`config.mk`:
```
export PLATFORM = sky130hd
export DESIGN_NAME = fetch_stage
export DESIGN_NICKNAME = d
export VERILOG_FILES = /design/src/rtl/fetch_pkg.sv /design/src/rtl/fetch_stage_next_pc_sel.sv /design/src/rtl/fetch_stage.sv
export SDC_FILE = /design/constraint.sdc
export NUM_CORES = 1
export LEC_CHECK = 0
export CORE_AREA = 5 5 182 96
export CTS_CLUSTER_SIZE = 40
export DETAILED_ROUTE_END_ITERATION = 10
export DIE_AREA = 0 0 187 101
export GPL_TIMING_DRIVEN = 0
export PLACE_DENSITY = 0.78
export SYNTH_ARGS = -nofsm -noshare
export SYNTH_HDL_FRONTEND = slang
export SYNTH_HIERARCHICAL = 1
export SYNTH_SLANG_ARGS = --single-unit
```
`constraint.sdc`:
```
create_clock -name clk -period 3.8 [get_ports clk]
set_input_delay 0.76 -clock clk [delete_from_list [all_inputs] [get_ports clk]]
set_output_delay 0.76 -clock clk [all_outputs]
set_load 0.01 [all_outputs]
```
`src/rtl/fetch_pkg.sv`:
```
// fetch_pkg: shared types and constants for the instruction-fetch stage.
// Holds the FSM state encoding, the bubble/halt instruction words and the
// opcode values that decode (and benches) use to build instruction words.
package fetch_pkg;

  typedef enum logic [1:0] {
    BOOT   = 2'd0,
    RUN    = 2'd1,
    HALTED = 2'd2
  } fetch_state_e;

  localparam logic [31:0] NOP_INSTR          = 32'h0000_0000;
  localparam logic [31:0] DEFAULT_HALT_INSTR = 32'hFFFF_FFFF;
  localparam logic [31:0] DEFAULT_RESET_PC   = 32'h0000_0000;

  localparam logic [5:0]  OPC_J   = 6'b000010;
  localparam logic [5:0]  OPC_BEQ = 6'b000100;

endpackage

```
`src/rtl/fetch_stage_next_pc_sel.sv`:
```
// next_pc_sel: combinational next-PC arithmetic for the fetch stage.
// Produces the sequential successor of the fetch PC and the redirect target
// of the instruction sitting in ID (jump wins over branch when both are set).
module next_pc_sel (
  input  logic [31:0] pc_i,
  input  logic [31:0] if_id_pc4_i,
  input  logic [31:0] id_imm_sext_i,
  input  logic [25:0] id_jump_idx_i,
  input  logic        id_jump_i,
  output logic [31:0] pc_plus4_o,
  output logic [31:0] redirect_target_o
);

  // Sequential successor and branch/jump target; all sums wrap modulo 2^32.
  always_comb begin
    pc_plus4_o = pc_i + 32'd4;
    if (id_jump_i) begin
      redirect_target_o = {if_id_pc4_i[31:28], id_jump_idx_i, 2'b00};
    end else begin
      redirect_target_o = if_id_pc4_i + (id_imm_sext_i << 2);
    end
  end

endmodule

```
`src/rtl/fetch_stage.sv`:
```
// fetch_stage: owns the PC, drives instruction memory and loads the IF/ID
// pipeline register. Redirects from ID are applied here with a one-bubble
// penalty. Define FETCH_PERF_EN to add fetch and bubble performance counters.
module fetch_stage
  import fetch_pkg::*;
#(
  parameter logic [31:0] RESET_PC   = DEFAULT_RESET_PC,
  parameter logic [31:0] HALT_INSTR = DEFAULT_HALT_INSTR
) (
  input  logic        clk,
  input  logic        rst,
  output logic [31:0] imem_addr,
  input  logic [31:0] imem_rdata,
  input  logic        stall,
  input  logic        id_branch,
  input  logic        id_zero,
  input  logic        id_jump,
  input  logic [31:0] id_imm_sext,
  input  logic [25:0] id_jump_idx,
  output logic [31:0] pc,
  output logic [31:0] if_id_instr,
  output logic [31:0] if_id_pc4,
  output logic        if_id_valid,
  output logic        halted
`ifdef FETCH_PERF_EN
  ,
  output logic [31:0] perf_fetch_cnt,
  output logic [31:0] perf_bubble_cnt
`endif
);

  fetch_state_e state_q;
  logic [31:0]  pc_q;
  logic [31:0]  if_id_instr_q;
  logic [31:0]  if_id_pc4_q;
  logic         if_id_valid_q;
  logic         halted_q;

  logic [31:0]  pc_plus4;
  logic [31:0]  redirect_target;
  logic         taken;

`ifdef FETCH_PERF_EN
  logic [31:0]  perf_fetch_cnt_q;
  logic [31:0]  perf_bubble_cnt_q;
`endif

  next_pc_sel u_next_pc_sel (
    .pc_i              (pc_q),
    .if_id_pc4_i       (if_id_pc4_q),
    .id_imm_sext_i     (id_imm_sext),
    .id_jump_idx_i     (id_jump_idx),
    .id_jump_i         (id_jump),
    .pc_plus4_o        (pc_plus4),
    .redirect_target_o (redirect_target)
  );

  // Redirect only counts for a real instruction in ID, never for a bubble.
  always_comb begin
    taken = ((id_branch & id_zero) | id_jump) & if_id_valid_q;
  end

  // Fetch FSM: PC update and IF/ID load in priority stall > redirect > halt > fetch.
  always_ff @(posedge clk) begin
    if (rst) begin
      state_q       <= BOOT;
      pc_q          <= RESET_PC;
      if_id_instr_q <= NOP_INSTR;
      if_id_pc4_q   <= 32'h0;
      if_id_valid_q <= 1'b0;
      halted_q      <= 1'b0;
`ifdef FETCH_PERF_EN
      perf_fetch_cnt_q  <= 32'h0;
      perf_bubble_cnt_q <= 32'h0;
`endif
    end else begin
      case (state_q)
        BOOT: begin
          if_id_instr_q <= NOP_INSTR;
          if_id_pc4_q   <= 32'h0;
          if_id_valid_q <= 1'b0;
          state_q       <= RUN;
`ifdef FETCH_PERF_EN
          if (!stall) perf_bubble_cnt_q <= perf_bubble_cnt_q + 32'd1;
`endif
        end
        RUN: begin
          if (stall) begin
            state_q <= RUN;
          end else if (taken) begin
            pc_q          <= redirect_target;
            if_id_instr_q <= NOP_INSTR;
            if_id_pc4_q   <= 32'h0;
            if_id_valid_q <= 1'b0;
`ifdef FETCH_PERF_EN
            perf_bubble_cnt_q <= perf_bubble_cnt_q + 32'd1;
`endif
          end else if (imem_rdata == HALT_INSTR) begin
            if_id_instr_q <= NOP_INSTR;
            if_id_pc4_q   <= 32'h0;
            if_id_valid_q <= 1'b0;
            halted_q      <= 1'b1;
            state_q       <= HALTED;
`ifdef FETCH_PERF_EN
            perf_bubble_cnt_q <= perf_bubble_cnt_q + 32'd1;
`endif
          end else begin
            pc_q          <= pc_plus4;
            if_id_instr_q <= imem_rdata;
            if_id_pc4_q   <= pc_plus4;
            if_id_valid_q <= 1'b1;
`ifdef FETCH_PERF_EN
            perf_fetch_cnt_q <= perf_fetch_cnt_q + 32'd1;
`endif
          end
        end
        HALTED: begin
          if (!stall) begin
            if_id_instr_q <= NOP_INSTR;
            if_id_pc4_q   <= 32'h0;
            if_id_valid_q <= 1'b0;
`ifdef FETCH_PERF_EN
            perf_bubble_cnt_q <= perf_bubble_cnt_q + 32'd1;
`endif
          end
          halted_q <= 1'b1;
        end
        default: begin
          state_q <= BOOT;
        end
      endcase
    end
  end

  assign imem_addr   = pc_q;
  assign pc          = pc_q;
  assign if_id_instr = if_id_instr_q;
  assign if_id_pc4   = if_id_pc4_q;
  assign if_id_valid = if_id_valid_q;
  assign halted      = halted_q;
`ifdef FETCH_PERF_EN
  assign perf_fetch_cnt  = perf_fetch_cnt_q;
  assign perf_bubble_cnt = perf_bubble_cnt_q;
`endif

endmodule

```
After elaboration in Yosys (flattened, before gate mapping) --
Cells that the tools add are included.
Operators by class: add/sub/neg operators 2, equality and inequality tests 10, mux-type cells 25, bitwise operators 5, reductions and logical operators 7
Operator list (count):
- two-way mux 32 bit | 10
- case mux 32 bit (3 select lines) | 2
- adder 32 x 3 -> 32 bit (second input constant) | 1
- adder 32 bit | 1
- equality test 32 bit (second input constant) | 1
- inequality test 2 bit (second input constant) | 5
- AND reduction 3 bit | 3
- two-way mux 1 bit | 7
- two-way mux 2 bit | 3
- inequality test 3 bit (second input constant) | 2
- case mux 2 bit (3 select lines) | 1
- AND reduction 4 bit | 1
- case mux 1 bit (3 select lines) | 1
- nonzero test 3 bit | 1
- AND 1 bit | 2
- equality test 2 x 1 -> 1 bit (second input constant) | 1
- equality test 2 bit (second input constant) | 1
- logical NOT 2 bit | 1
- NOT 1 bit | 2
- case mux 1 bit (2 select lines) | 1
- nonzero test 2 bit | 1
- bitwise OR 1 bit | 1
Word-level totals: register bits after elaboration 100, bits of input ports 96, word-level logic and storage cells 55

Logic depth before layout (Yosys ltp) --
depth after elaboration 6, gate-level depth with buffers 12, depth with buffers taken out 12

Modules after synthesis --
The synthesis kept the hierarchy.
By module, submodules not included:
- fetch_stage | instances 1, cells an instance 435, area an instance 4485.6 µm², sequential area each 2001.9 µm²
- next_pc_sel | instances 1, cells an instance 368, area an instance 2463.6 µm², sequential area each 0.0 µm²

Worst setup path after synthesis --
OpenSTA, ideal clock, no wires.
kind input -> register, from input id_imm_sext[0], to register pc_q[22] (netlist: imem_addr[22]), library setup time 122 ps, arrival time 3233 ps, path slack 445 ps, cell stages on the path 11, path buffers 0, cells stage by stage ha_1 -> fa_1 -> a21o_2 -> a311oi_1 -> o31a_2 -> o211ai_1 -> a21boi_0 -> xor2_1 -> o21ai_0 -> mux2_2 -> a221o_1
Between the ends: cells in the longest elaborated chain, start to end 3
Ends and longest elaborated chain:
- start, declared | RTL line fetch_stage.sv:18 | input logic [31:0] id_imm_sext,
- adder 32 bit | RTL line fetch_stage_next_pc_sel.sv:20 | redirect_target_o = if_id_pc4_i + (id_imm_sext_i << 2);
- two-way mux 32 bit | RTL line fetch_stage_next_pc_sel.sv:17 | if (id_jump_i) begin
- net redirect_target[22] | RTL line fetch_stage.sv:40 | logic [31:0] redirect_target;
- two-way mux 32 bit | RTL line fetch_stage.sv:90 | end else if (taken) begin
- end signal, assigned | RTL line fetch_stage.sv:91 | pc_q <= redirect_target;
- end signal, assigned | RTL line fetch_stage.sv:108 | pc_q <= pc_plus4;
- end, declared | RTL line fetch_stage.sv:33 | logic [31:0] pc_q;
The timed path passes the listed nets, and every way through them passes these cells. A chain may end at the register's enable or synchronous reset.

Worst setup path after layout --
from input id_imm_sext[0], to register pc_q[30] (netlist: imem_addr[30])
Same word-level chain as after synthesis.

==> flow_summary.yaml <==
run_status:
  outcome: "completed"
sta:
  slew_headroom_pct: 41.85
  tns_ps: 0
  hold_viol: 0
  tightest_slew_ps: 872.3
  fin_crit_sh_pct: 99.41
  rsz0062_at_grt: "yes"
  fin_crit_ps: 3778
  setup_viol: 0
  setup_slack_ps: 22.38
  fmax_mhz: 264.7
  slew_viol_final: 0
  clock_skew_ps: 8.185
cts:
  htreeDepth: 3
  clock-sinks: 100
  cts.path.max_buffers: 2
  clkLatencyLatePin_ps: 350
  cts_tree: "yes"
  cts_root_buffer: "clkbuf_16"
  cts_buffers: 9
  ctsHoldBuffers: 0
  path_clk_slew_ps: 70
cells_and_area:
  fin_nets: 1168
  layout.cells.non_filler: 1256
  layout-drive-gt1-share_pct: 12.81
  num_antenna_cells: 0
  design_area_mm2: 0.009836
  fillerInstances: 1419
  layout_commonest_cell: "clkdlybuf4s50_1"
  final_cell_mix: "clkdlybuf4s50_1 (223), dfxtp_1 (100), nand2_1 (91), a21oi_1 (62), nand4_1 (47)"
  areaGrowthSynthToFinish_pct: 41.54
synthesis:
  synth_cell_type_count: 67
  synth.yosys.seq_area_share_pct: 28.81
  synth-async-reset-ratio_pct: 0
  syn_area_per_cell_um2: 8.654
  syn_nets: 930
  netlist_instances: 803
  syn_area_mm2: 0.006949
  synth_edf_count: 0
  ys_warn_count: 6
  synth_ff_type: "dfxtp_1"
  ys_ff_latch: 100
critical_path:
  required_ps: 4040
  r2r_start: "imem_addr[2]"
  cp.arrival_ps: 4020
  worstPathMaxFanout: 4
  crit_start: "id_imm_sext[0]"
  critical_path_class: "in2reg"
  worstSetupStartpointType: "input port"
  crit_path_end_kind: "register"
die:
  die_h_um: 101
  die_area_mm2: 0.01889
  initial_utilization_pct: 43.83
  io_pins: 226
  core_area_mm2: 0.01586
  die_w_um: 187
  core.rowCount: 33
route:
  drc: 0
  firstDrtPassIters: 5
  via_count: 7581
  vias_per_cell: 6.036
  dr.first_iter.drc_count: 908
  wirelength_um: 26300
  avgRoutedWirePerCell_um: 20.94
  drt.antenna.violating_nets: 0
power_and_ir_drop:
  powerDensity_mw_per_mm2: 252.5
  p_leak_nw: 3.717
  vdd_drop_max_mv: 0.2888
global_route:
  grtUsageTotal_pct: 26.45
  grt_overflow: 0
  grt_max_degree: 19
  antenna_found_initial: 0
  grt_pass1_vias: 6990
  grt_pass1_wl_um: 39830
worst_hold_path:
  min_from: "if_id_instr[19]"
  min-delay-path-class: "reg2reg"
placement:
  globalplace.congestion: 0.9706
  dp_slack_ps: -657.3
  dp_hpwl_um: 20460
  placed_area_mm2: 0.009444
  numPortBuffers: 223
  dp_cells: 1236
run:
  maxCapViolCount: 0
[power breakdown]
group	switching, mW	internal, mW
clock	0.449	0.454
sequential	0.0267	1.07
combinational	0.249	0.236
total	0.724	1.76
[Yosys cell counts, drive strengths merged, types with 3 or more instances]
cell / count / area [um^2]
o21ai: 36 / 180.2
a21o: 13 / 100.1
a21oi: 64 / 320.3
a211oi: 8 / 72.57
a221o: 32 / 320.3
buf: 52 / 362.8
xnor2: 26 / 227.7
o211ai: 7 / 52.55
a22o: 32 / 280.3
nor3: 6 / 30.03
and3: 6 / 37.54
nor3b: 5 / 37.54
nor2: 27 / 101.4
a41oi: 3 / 33.79
nand3: 15 / 80.08
and2: 3 / 18.77
nand4: 48 / 306.5
nor4: 6 / 80.07
o21a: 8 / 60.06
or4: 3 / 26.27
clkbuf: 38 / 142.6
a311oi: 3 / 26.28
nand2: 91 / 341.6
mux2: 35 / 394.1
dfxtp: 100 / 2002
a32o: 32 / 320.3
o21bai: 5 / 37.54
a31oi: 5 / 31.28
nor2b: 7 / 43.79
inv: 6 / 22.52
xor2: 24 / 210.2
ha: 30 / 375.4
[sequential cells by signal, indices dropped and copies added, names as in the netlist]
signal	flops
if_id_instr	32
if_id_pc4	32
imem_addr	32
state_q	2
halted	1
if_id_valid	1
[final timing paths]
kind                     end  slack (ps)  depth (start not counted)
max            imem_addr[30]          20                         12
min reg2reg  if_id_instr[19]         480                          1
min          if_id_instr[19]         480                          1
max reg2reg    imem_addr[28]         450                         10
[stage by stage]
step | utilization (%) | power (mW) | hold slack (ps)
global placement | 59.56 | 1.581 | 454.3
detailed placement | 59.56 | 1.586 | 463.3
global route | 62.03 | 2.565 | 499.9
finish | 62.03 | 2.483 | 479.7
floorplan | - | 1.338 | 457.4
CTS | 61.57 | 2.475 | 483.7
[critical path: stages]
cell and delay [ps]:
clkdlybuf4s50_1 410, ha_2 190, fa_2 390, a21o_4 230, a311oi_4 360, o31a_4 250, o211ai_1 170, and3b_1 250
o21ai_1 120, nand3b_1 250, mux2_4 340, a221o_1 280
[layer usage]
| layer | track usage [%] | wire [um] | vias to the layer above |
|---|---|---|---|
| met5 | 0 | 0 | - |
| met4 | 4.600 | 243 | 0 |
| met3 | 9.862 | 3519 | 20 |
| met2 | 36.33 | 10350 | 456 |
| met1 | 39.38 | 12190 | 3577 |
| li1 | - | - | 3528 |
[cell families after synthesis]
kind of cell,synth area share (%)
simple gates,17.54
compound gates,28.25
xor+xnor,6.302
flops,28.81
fa+ha+maj,5.834
mux,5.672
buf+inv,7.598
[timing repair]
action	4_1_cts	5_1_grt
pin swaps	2	9
buffers inserted	0	4
setup endpoints to repair	8	11
hold endpoints to repair	0	0
gates resized for setup	5	13
[layout make-up]
cell class                 instances  area (um^2)  share of cell area (%)
multi-input combinational        607         4498                   45.73
timing repair buffer             227         2262                   23.00
sequential                       100         2002                   20.35
buffer                            90        505.5                   5.139
tap                              210        262.8                   2.671
clock buffer                       9        225.2                   2.290
clock inverter                     7        57.56                  0.5852
inverter                           6        22.52                  0.2290
No activity file was read; power rests on OpenSTA's default activity.
